==> config.mk <==
export PLATFORM = sky130hd
export DESIGN_NAME = pe_row_os_flat
export DESIGN_NICKNAME = d
export VERILOG_FILES = /design/src/rtl/pe_pkg.sv /design/src/rtl/pe_row_os_if.sv /design/src/rtl/pe_cell.sv /design/src/rtl/pe_row_os.sv /design/src/flat_wrapper.sv
export SDC_FILE = /design/constraint.sdc
export NUM_CORES = 2
export LEC_CHECK = 0
export CORE_ASPECT_RATIO = 0.75
export CORE_MARGIN = 4
export CORE_UTILIZATION = 63
export DETAILED_ROUTE_END_ITERATION = 8
export HOLD_SLACK_MARGIN = 0.1
export PLACE_DENSITY = 0.9
export RECOVER_POWER = 50
export SLEW_MARGIN = 20
export SYNTH_ARGS = -nofsm -noshare
export SYNTH_HDL_FRONTEND = slang
export SYNTH_SLANG_ARGS = --single-unit
==> constraint.sdc <==
create_clock -name clk -period 7.53 [get_ports clk]
set_input_delay 0.753 -clock clk [delete_from_list [all_inputs] [get_ports clk]]
set_output_delay 0.753 -clock clk [all_outputs]
set_load 0.1 [all_outputs]
==> src/rtl/pe_pkg.sv <==
// rtl/pe_pkg.sv - shared widths, rounding offset and saturation helpers for the OS PE row
package pe_pkg;

  localparam int DEFAULT_DATA_WIDTH = 16;
  localparam int DEFAULT_FRAC_BITS  = 8;
  localparam int DEFAULT_NUM_PE     = 4;
  localparam int DEFAULT_ACC_WIDTH  = 2 * DEFAULT_DATA_WIDTH + 8;
  localparam int MAX_WIDTH          = 64;

  typedef logic signed [MAX_WIDTH-1:0] wide_t;

  function automatic wide_t round_offset(input int frac_bits);
    return wide_t'(1) <<< (frac_bits - 1);
  endfunction

  function automatic wide_t saturate(input wide_t value, input int width);
    wide_t hi;
    wide_t lo;
    hi = (wide_t'(1) <<< (width - 1)) - wide_t'(1);
    lo = -(wide_t'(1) <<< (width - 1));
    if (value > hi) return hi;
    if (value < lo) return lo;
    return value;
  endfunction

endpackage

==> src/rtl/pe_row_os_if.sv <==
// rtl/pe_row_os_if.sv - operand, finish and result bundle of the OS PE row
interface pe_row_os_if #(
  parameter int DATA_WIDTH = pe_pkg::DEFAULT_DATA_WIDTH,
  parameter int NUM_PE     = pe_pkg::DEFAULT_NUM_PE
);
  logic [DATA_WIDTH-1:0]        i_left;
  logic                         i_left_valid;
  logic [NUM_PE*DATA_WIDTH-1:0] i_up;
  logic [NUM_PE-1:0]            i_up_valid;
  logic                         finish;
  logic [DATA_WIDTH-1:0]        o_right;
  logic                         o_right_valid;
  logic                         o_finish;
  logic [NUM_PE*DATA_WIDTH-1:0] o_down;
  logic [NUM_PE-1:0]            o_down_valid;
  logic [NUM_PE*DATA_WIDTH-1:0] o_result;
  logic [NUM_PE-1:0]            o_result_valid;

  modport master (
    output i_left, i_left_valid, i_up, i_up_valid, finish,
    input  o_right, o_right_valid, o_finish, o_down, o_down_valid, o_result, o_result_valid
  );

  modport slave (
    input  i_left, i_left_valid, i_up, i_up_valid, finish,
    output o_right, o_right_valid, o_finish, o_down, o_down_valid, o_result, o_result_valid
  );
endinterface

==> src/rtl/pe_cell.sv <==
// rtl/pe_cell.sv - one output-stationary MAC cell; PE_SATURATE_EN clamps results instead of truncating
module pe_cell import pe_pkg::*; #(
  parameter int DATA_WIDTH = DEFAULT_DATA_WIDTH,
  parameter int FRAC_BITS  = DEFAULT_FRAC_BITS,
  parameter int ACC_WIDTH  = DEFAULT_ACC_WIDTH
) (
  input  logic                         clk,
  input  logic                         rst_n,
  input  logic signed [DATA_WIDTH-1:0] left_i,
  input  logic                         left_valid_i,
  input  logic                         finish_i,
  input  logic signed [DATA_WIDTH-1:0] up_i,
  input  logic                         up_valid_i,
  output logic signed [DATA_WIDTH-1:0] right_o,
  output logic                         right_valid_o,
  output logic                         finish_o,
  output logic signed [DATA_WIDTH-1:0] down_o,
  output logic                         down_valid_o,
  output logic signed [DATA_WIDTH-1:0] result_o,
  output logic                         result_valid_o
);

  localparam int PROD_WIDTH = 2 * DATA_WIDTH;
  localparam logic signed [ACC_WIDTH-1:0] ROUND_OFS = ACC_WIDTH'(round_offset(FRAC_BITS));

  logic signed [DATA_WIDTH-1:0] right_q, down_q, result_q, result_d;
  logic                         right_valid_q, finish_q, down_valid_q, result_valid_q;
  logic signed [ACC_WIDTH-1:0]  acc_q, acc_d, acc_sum, rounded;
  logic signed [PROD_WIDTH-1:0] product;
  wide_t                        rounded_wide, limited;
  logic                         unused_high_bits;

  // The result includes a product landing on the finish cycle itself.
  always_comb begin
    product = PROD_WIDTH'(left_i) * PROD_WIDTH'(up_i);
    acc_sum = acc_q;
    if (left_valid_i && up_valid_i) begin
      acc_sum = acc_q + ACC_WIDTH'(product);
    end
    rounded      = (acc_sum + ROUND_OFS) >>> FRAC_BITS;
    rounded_wide = MAX_WIDTH'(rounded);
`ifdef PE_SATURATE_EN
    limited = saturate(rounded_wide, DATA_WIDTH);
`else
    limited = rounded_wide;
`endif
    result_d = limited[DATA_WIDTH-1:0];
    acc_d    = finish_i ? '0 : acc_sum;
  end

  assign unused_high_bits = ^limited[MAX_WIDTH-1:DATA_WIDTH];

  always_ff @(posedge clk or negedge rst_n) begin
    if (!rst_n) begin
      right_q        <= '0;
      right_valid_q  <= 1'b0;
      finish_q       <= 1'b0;
      down_q         <= '0;
      down_valid_q   <= 1'b0;
      acc_q          <= '0;
      result_q       <= '0;
      result_valid_q <= 1'b0;
    end else begin
      right_q        <= left_i;
      right_valid_q  <= left_valid_i;
      finish_q       <= finish_i;
      down_q         <= up_i;
      down_valid_q   <= up_valid_i;
      acc_q          <= acc_d;
      result_valid_q <= finish_i;
      if (finish_i) begin
        result_q <= result_d;
      end
    end
  end

  assign right_o        = right_q;
  assign right_valid_o  = right_valid_q;
  assign finish_o       = finish_q;
  assign down_o         = down_q;
  assign down_valid_o   = down_valid_q;
  assign result_o       = result_q;
  assign result_valid_o = result_valid_q;

endmodule

==> src/rtl/pe_row_os.sv <==
// rtl/pe_row_os.sv - row of NUM_PE output-stationary cells chained along the left stream
module pe_row_os import pe_pkg::*; #(
  parameter int DATA_WIDTH = DEFAULT_DATA_WIDTH,
  parameter int FRAC_BITS  = DEFAULT_FRAC_BITS,
  parameter int NUM_PE     = DEFAULT_NUM_PE,
  parameter int ACC_WIDTH  = 2 * DATA_WIDTH + 8
) (
  input logic         clk,
  input logic         rst_n,
  pe_row_os_if.slave  bus
);

  logic signed [DATA_WIDTH-1:0] left_chain   [NUM_PE+1];
  logic                         valid_chain  [NUM_PE+1];
  logic                         finish_chain [NUM_PE+1];
  logic signed [DATA_WIDTH-1:0] down_arr     [NUM_PE];
  logic signed [DATA_WIDTH-1:0] result_arr   [NUM_PE];
  logic [NUM_PE-1:0]            down_valid_vec, result_valid_vec;

  assign left_chain[0]   = bus.i_left;
  assign valid_chain[0]  = bus.i_left_valid;
  assign finish_chain[0] = bus.finish;

  for (genvar k = 0; k < NUM_PE; k++) begin : g_cell
    pe_cell #(
      .DATA_WIDTH (DATA_WIDTH),
      .FRAC_BITS  (FRAC_BITS),
      .ACC_WIDTH  (ACC_WIDTH)
    ) u_cell (
      .clk            (clk),
      .rst_n          (rst_n),
      .left_i         (left_chain[k]),
      .left_valid_i   (valid_chain[k]),
      .finish_i       (finish_chain[k]),
      .up_i           (bus.i_up[k*DATA_WIDTH +: DATA_WIDTH]),
      .up_valid_i     (bus.i_up_valid[k]),
      .right_o        (left_chain[k+1]),
      .right_valid_o  (valid_chain[k+1]),
      .finish_o       (finish_chain[k+1]),
      .down_o         (down_arr[k]),
      .down_valid_o   (down_valid_vec[k]),
      .result_o       (result_arr[k]),
      .result_valid_o (result_valid_vec[k])
    );
  end

  always_comb begin
    bus.o_down   = '0;
    bus.o_result = '0;
    for (int k = 0; k < NUM_PE; k++) begin
      bus.o_down[k*DATA_WIDTH +: DATA_WIDTH]   = down_arr[k];
      bus.o_result[k*DATA_WIDTH +: DATA_WIDTH] = result_arr[k];
    end
  end

  assign bus.o_down_valid   = down_valid_vec;
  assign bus.o_result_valid = result_valid_vec;
  assign bus.o_right        = left_chain[NUM_PE];
  assign bus.o_right_valid  = valid_chain[NUM_PE];
  assign bus.o_finish       = finish_chain[NUM_PE];

endmodule

==> src/flat_wrapper.sv <==
// flat-port wrapper written by rule: the top's interface ports become plain ports
module pe_row_os_flat import pe_pkg::*;
#(
  parameter int DATA_WIDTH = DEFAULT_DATA_WIDTH,
  parameter int FRAC_BITS  = DEFAULT_FRAC_BITS,
  parameter int NUM_PE     = DEFAULT_NUM_PE,
  parameter int ACC_WIDTH  = 2 * DATA_WIDTH + 8
)
  (clk, rst_n, bus_i_left, bus_i_left_valid, bus_i_up, bus_i_up_valid, bus_finish, bus_o_right, bus_o_right_valid, bus_o_finish, bus_o_down, bus_o_down_valid, bus_o_result, bus_o_result_valid);
  pe_row_os_if #(.DATA_WIDTH(DATA_WIDTH), .NUM_PE(NUM_PE)) bus_i ();
  input logic clk;
  input logic rst_n;
  input wire logic [$bits(bus_i.i_left)-1:0] bus_i_left;
  input wire logic [$bits(bus_i.i_left_valid)-1:0] bus_i_left_valid;
  input wire logic [$bits(bus_i.i_up)-1:0] bus_i_up;
  input wire logic [$bits(bus_i.i_up_valid)-1:0] bus_i_up_valid;
  input wire logic [$bits(bus_i.finish)-1:0] bus_finish;
  output wire logic [$bits(bus_i.o_right)-1:0] bus_o_right;
  output wire logic [$bits(bus_i.o_right_valid)-1:0] bus_o_right_valid;
  output wire logic [$bits(bus_i.o_finish)-1:0] bus_o_finish;
  output wire logic [$bits(bus_i.o_down)-1:0] bus_o_down;
  output wire logic [$bits(bus_i.o_down_valid)-1:0] bus_o_down_valid;
  output wire logic [$bits(bus_i.o_result)-1:0] bus_o_result;
  output wire logic [$bits(bus_i.o_result_valid)-1:0] bus_o_result_valid;
  assign bus_i.i_left = bus_i_left;
  assign bus_i.i_left_valid = bus_i_left_valid;
  assign bus_i.i_up = bus_i_up;
  assign bus_i.i_up_valid = bus_i_up_valid;
  assign bus_i.finish = bus_finish;
  assign bus_o_right = bus_i.o_right;
  assign bus_o_right_valid = bus_i.o_right_valid;
  assign bus_o_finish = bus_i.o_finish;
  assign bus_o_down = bus_i.o_down;
  assign bus_o_down_valid = bus_i.o_down_valid;
  assign bus_o_result = bus_i.o_result;
  assign bus_o_result_valid = bus_i.o_result_valid;
  pe_row_os #(.DATA_WIDTH(DATA_WIDTH), .FRAC_BITS(FRAC_BITS), .NUM_PE(NUM_PE), .ACC_WIDTH(ACC_WIDTH)) u_core (.clk(clk), .rst_n(rst_n), .bus(bus_i));
endmodule
==> results list <==
* Status: finished, violations left
- The checks that failed: capacitance limit, slew limit.
- Setup violations remaining at the end of the flow were counted as 0.
- STA classifies the critical path endpoint as a flop.
- Cell count of the worst reg-to-reg path: 22
- Fraction of final layout cells with drive strength greater than 1: 0.0981
- Netlist cell types: 75
* Proportion of synthesized flip-flops having asynchronous set or reset: 1.00
* Via density per instance: 5.58
* Routed length per placed instance: 19.2 um
- TritonCTS built the clock tree.
* Mean cell area of the mapped netlist: 9.36 um2
- DP Wirelength: 99.0 mm
- The number of global-route vias before repair came to 38.4k.
* Register area share after synthesis: 0.165
* Count of boundary I/O pins: 242
- Hold Path Class: reg2reg
* Clock period minus final worst setup slack: 7.51 ns
* Data required time at the worst endpoint: 8.01 ns
- Antenna violation net count after detailed routing: 0
* Number of detailed-routing iterations run before antenna repair: 8
- The synthesized design contains 0 enable-type register cells.
* Antenna violations before repair: 4
- Synthesis handed over a netlist of 4863 instances.
- Counting every net in the synthesized netlist gives 6115.
- Leading cell types in the layout, fill and taps excluded: sky130_fd_sc_hd__inv_1 (1233), sky130_fd_sc_hd__fa_1 (835), sky130_fd_sc_hd__and2_1 (528), sky130_fd_sc_hd__nand2_1 (480), sky130_fd_sc_hd__buf_4 (362)
- Final Hold Vio Count: 0
- In the final timing run, aggregate negative setup slack is 0 ns.
* Crit-path max FO: 8
- The H-tree was split into 2 levels.
* Warning count from the yosys run: 0
- After global routing the overflow that remains totals 0.
- Number of design rule violations left after detail routing: 0
* Max-Slew Margin vs Limit: -3.18
- The congestion estimate from routability-driven global placement came to 0.943.
* Hold_buf cts: 0
- Buffers inserted during clock tree synthesis total 37.
* Worst EP arrival: 7.99 ns
* Most common library cell in the layout ignoring fill and taps: sky130_fd_sc_hd__inv_1
* Post-Syn Area: 0.0455 mm2
* Die outline area: 0.0767 mm2
- The first global-routing pass estimated 200 mm of wire.
- Transition time at the pin with the least slew margin: 6.27 ns
* Dominant synthesized flop cell: sky130_fd_sc_hd__dfrtp_1
* Utilization after layout: 0.734
- The tree is rooted in a sky130_fd_sc_hd__clkbuf_16.
- Initial DRC Count: 3137
* Final worst clock skew: 0.0478 ns
* Count of input and output buffers: 241
- Layout-stage area growth over the synthesis result: 15.5%
* Maximum number of pins on one net before global-route repair: 147
* Vias: 35.4k
- The longest clock path from root to sink contains 3 buffers.
- Worst hold stages: 0
- From left edge to right edge, the die measures 318 um.
- Number of max-slew violations in the final report: 252
- Synthesis inferred 300 register bits.
* Total core area: 0.0717 mm2
- After clock tree synthesis, the clock-pin slew on the worst setup and hold paths is 0.06 ns.
- In the global route stage, overall resource usage came out at 0.325.
- The setup path with the least slack is of type in2reg.
* Number of max-cap violations: 4
* Fraction of the cycle the final worst path needs: 0.997
- Place WS: -0.511 ns
- Clock sink total: 300
* Effective utilization at floorplan: 0.635
* Nets: 6609
- Maximum clock frequency: 133 MHz
* Rows: 85
* Drt total wl: 122 mm
* Worst setup SP type: primary input
* Die Y: 241 um
* Slack of the critical path: 0.0200 ns
- For the worst-skew pair, the clock arrives at the later sink with an insertion delay of 0.61 ns.
-- layout make-up --
cell class	count	area [um2]
Fill cell	4620	19100
Clock buffer	48	1010
Tap cell	957	1200
Antenna cell	2	5.00
Sequential cell	300	7510
Inverter	1233	4630
Multi-Input combinational cell	3140	32700
Clock inverter	18	171
Timing Repair Buffer	645	5350
-- worst paths after layout --
path	from	to	slack, ns
setup / recovery	bus_i_left[10]	u_core.g_cell[0].u_cell.result_o[14]$_DFFE_PN0P_	0.02
hold / removal	u_core.g_cell[2].u_cell.right_valid_o$_DFF_PN0_	u_core.g_cell[3].u_cell.right_valid_o$_DFF_PN0_	0.43
setup reg to reg	u_core.g_cell[2].u_cell.right_o[2]$_DFF_PN0_	u_core.g_cell[3].u_cell.result_o[15]$_DFFE_PN0P_	0.25
hold reg to reg	u_core.g_cell[2].u_cell.right_valid_o$_DFF_PN0_	u_core.g_cell[3].u_cell.right_valid_o$_DFF_PN0_	0.43
max in group asynchronous	rst_n	u_core.g_cell[1].u_cell.acc_q[16]$_DFF_PN0_	1.33
min in group asynchronous	rst_n	u_core.g_cell[3].u_cell.right_o[0]$_DFF_PN0_	2.52
-- metrics by stage --
| step | hold WS (ns) | instance area, um2 | instances |
|---|---|---|---|
| floorplan | 0.352 | 45500 | 4863 |
| global placement | 0.416 | 51500 | 6274 |
| detailed placement | 0.414 | 51500 | 6274 |
| CTS | 0.271 | 52700 | 6340 |
| global route | 0.445 | 52600 | 6341 |
| finish | 0.428 | 52600 | 6343 |
-- Yosys cell counts, drive strengths merged, types with 9 or more instances --
cell type | n | share of area
nand2 | 481 | 0.040
ha | 328 | 0.090
dfrtp | 300 | 0.16
nor2b | 15 | 0.0021
o31a | 9 | 0.0017
o21ai | 46 | 0.0052
xor2 | 38 | 0.0073
a21oi | 100 | 0.011
buf | 13 | 0.0017
nand3 | 32 | 0.0035
xnor2 | 147 | 0.028
clkbuf | 177 | 0.015
mux2i | 19 | 0.0042
or2 | 9 | 0.0012
a211oi | 31 | 0.0051
nand2b | 27 | 0.0037
and2 | 528 | 0.073
nor2 | 144 | 0.012
or3 | 14 | 0.0019
and3 | 19 | 0.0026
o21a | 20 | 0.0034
o31ai | 14 | 0.0024
a21o | 26 | 0.0043
a31oi | 20 | 0.0027
mux2 | 48 | 0.012
a211o | 10 | 0.0019
fa | 836 | 0.37
nand4 | 13 | 0.0018
or4 | 11 | 0.0021
nor3 | 38 | 0.0042
inv | 1233 | 0.10
nor4 | 12 | 0.0016
o211ai | 15 | 0.0027
-- registers in the layout, indices dropped and copies added (netlist names) --
register and flops:
u_core.g_cell.u_cell.finish_o 4, u_core.g_cell.u_cell.right_o 64, u_core.g_cell.u_cell.down_valid_o 4, u_core.g_cell.u_cell.result_o 64, u_core.g_cell.u_cell.down_o 64, u_core.g_cell.u_cell.acc_q 96, u_core.g_cell.u_cell.right_valid_o 4
-- kinds of logic after synthesis --
group,count (synthesis),synth area share
buffers and inverters,1423,0.118
multiplexers,67,0.0160
adder cells (fa/ha/maj),1164,0.458
AO/OA/AOI/OAI,347,0.0522
XOR/XNOR,186,0.0361
flip-flops,300,0.165
AND/OR/NAND/NOR,1376,0.155
-- critical path, stage by stage --
cell and delay [ns]:
sky130_fd_sc_hd__clkdlybuf4s50_1 0.59, sky130_fd_sc_hd__and2_1 0.28, sky130_fd_sc_hd__fa_1 0.58, sky130_fd_sc_hd__inv_1 0.11, sky130_fd_sc_hd__fa_1 0.45, sky130_fd_sc_hd__fa_1 0.57, sky130_fd_sc_hd__inv_1 0.06, sky130_fd_sc_hd__fa_1 0.51
sky130_fd_sc_hd__fa_1 0.54, sky130_fd_sc_hd__inv_1 0.07, sky130_fd_sc_hd__fa_1 0.50, sky130_fd_sc_hd__inv_1 0.05, sky130_fd_sc_hd__ha_1 0.29, sky130_fd_sc_hd__o21a_1 0.21, sky130_fd_sc_hd__nor2b_1 0.12, sky130_fd_sc_hd__o21ai_0 0.25
sky130_fd_sc_hd__nand2_1 0.09, sky130_fd_sc_hd__o31a_1 0.33, sky130_fd_sc_hd__or4_4 0.56, sky130_fd_sc_hd__or4_4 0.43, sky130_fd_sc_hd__or4_1 0.41, sky130_fd_sc_hd__a31o_1 0.23
-- layer usage --
layer | vias up | GRT usage | part of all wire
met5 | - | 0 | 0.00016
met1 | 17500 | 0.433 | 0.38
met4 | 4 | 0.114 | 0.044
met2 | 2007 | 0.527 | 0.46
li1 | 15400 | - | -
met3 | 454 | 0.0838 | 0.11
-- timing repair --
| action | in CTS | in global routing |
|---|---|---|
| gates resized for setup | 0 | 29 |
| setup endpoints to repair | 0 | 11 |
| endpoints found under the hold margin | 0 | 0 |
| setup buffers | 0 | 1 |
Power is not shown: default switching activity piles up to over one toggle a cycle in this logic, so the estimate is an artifact.
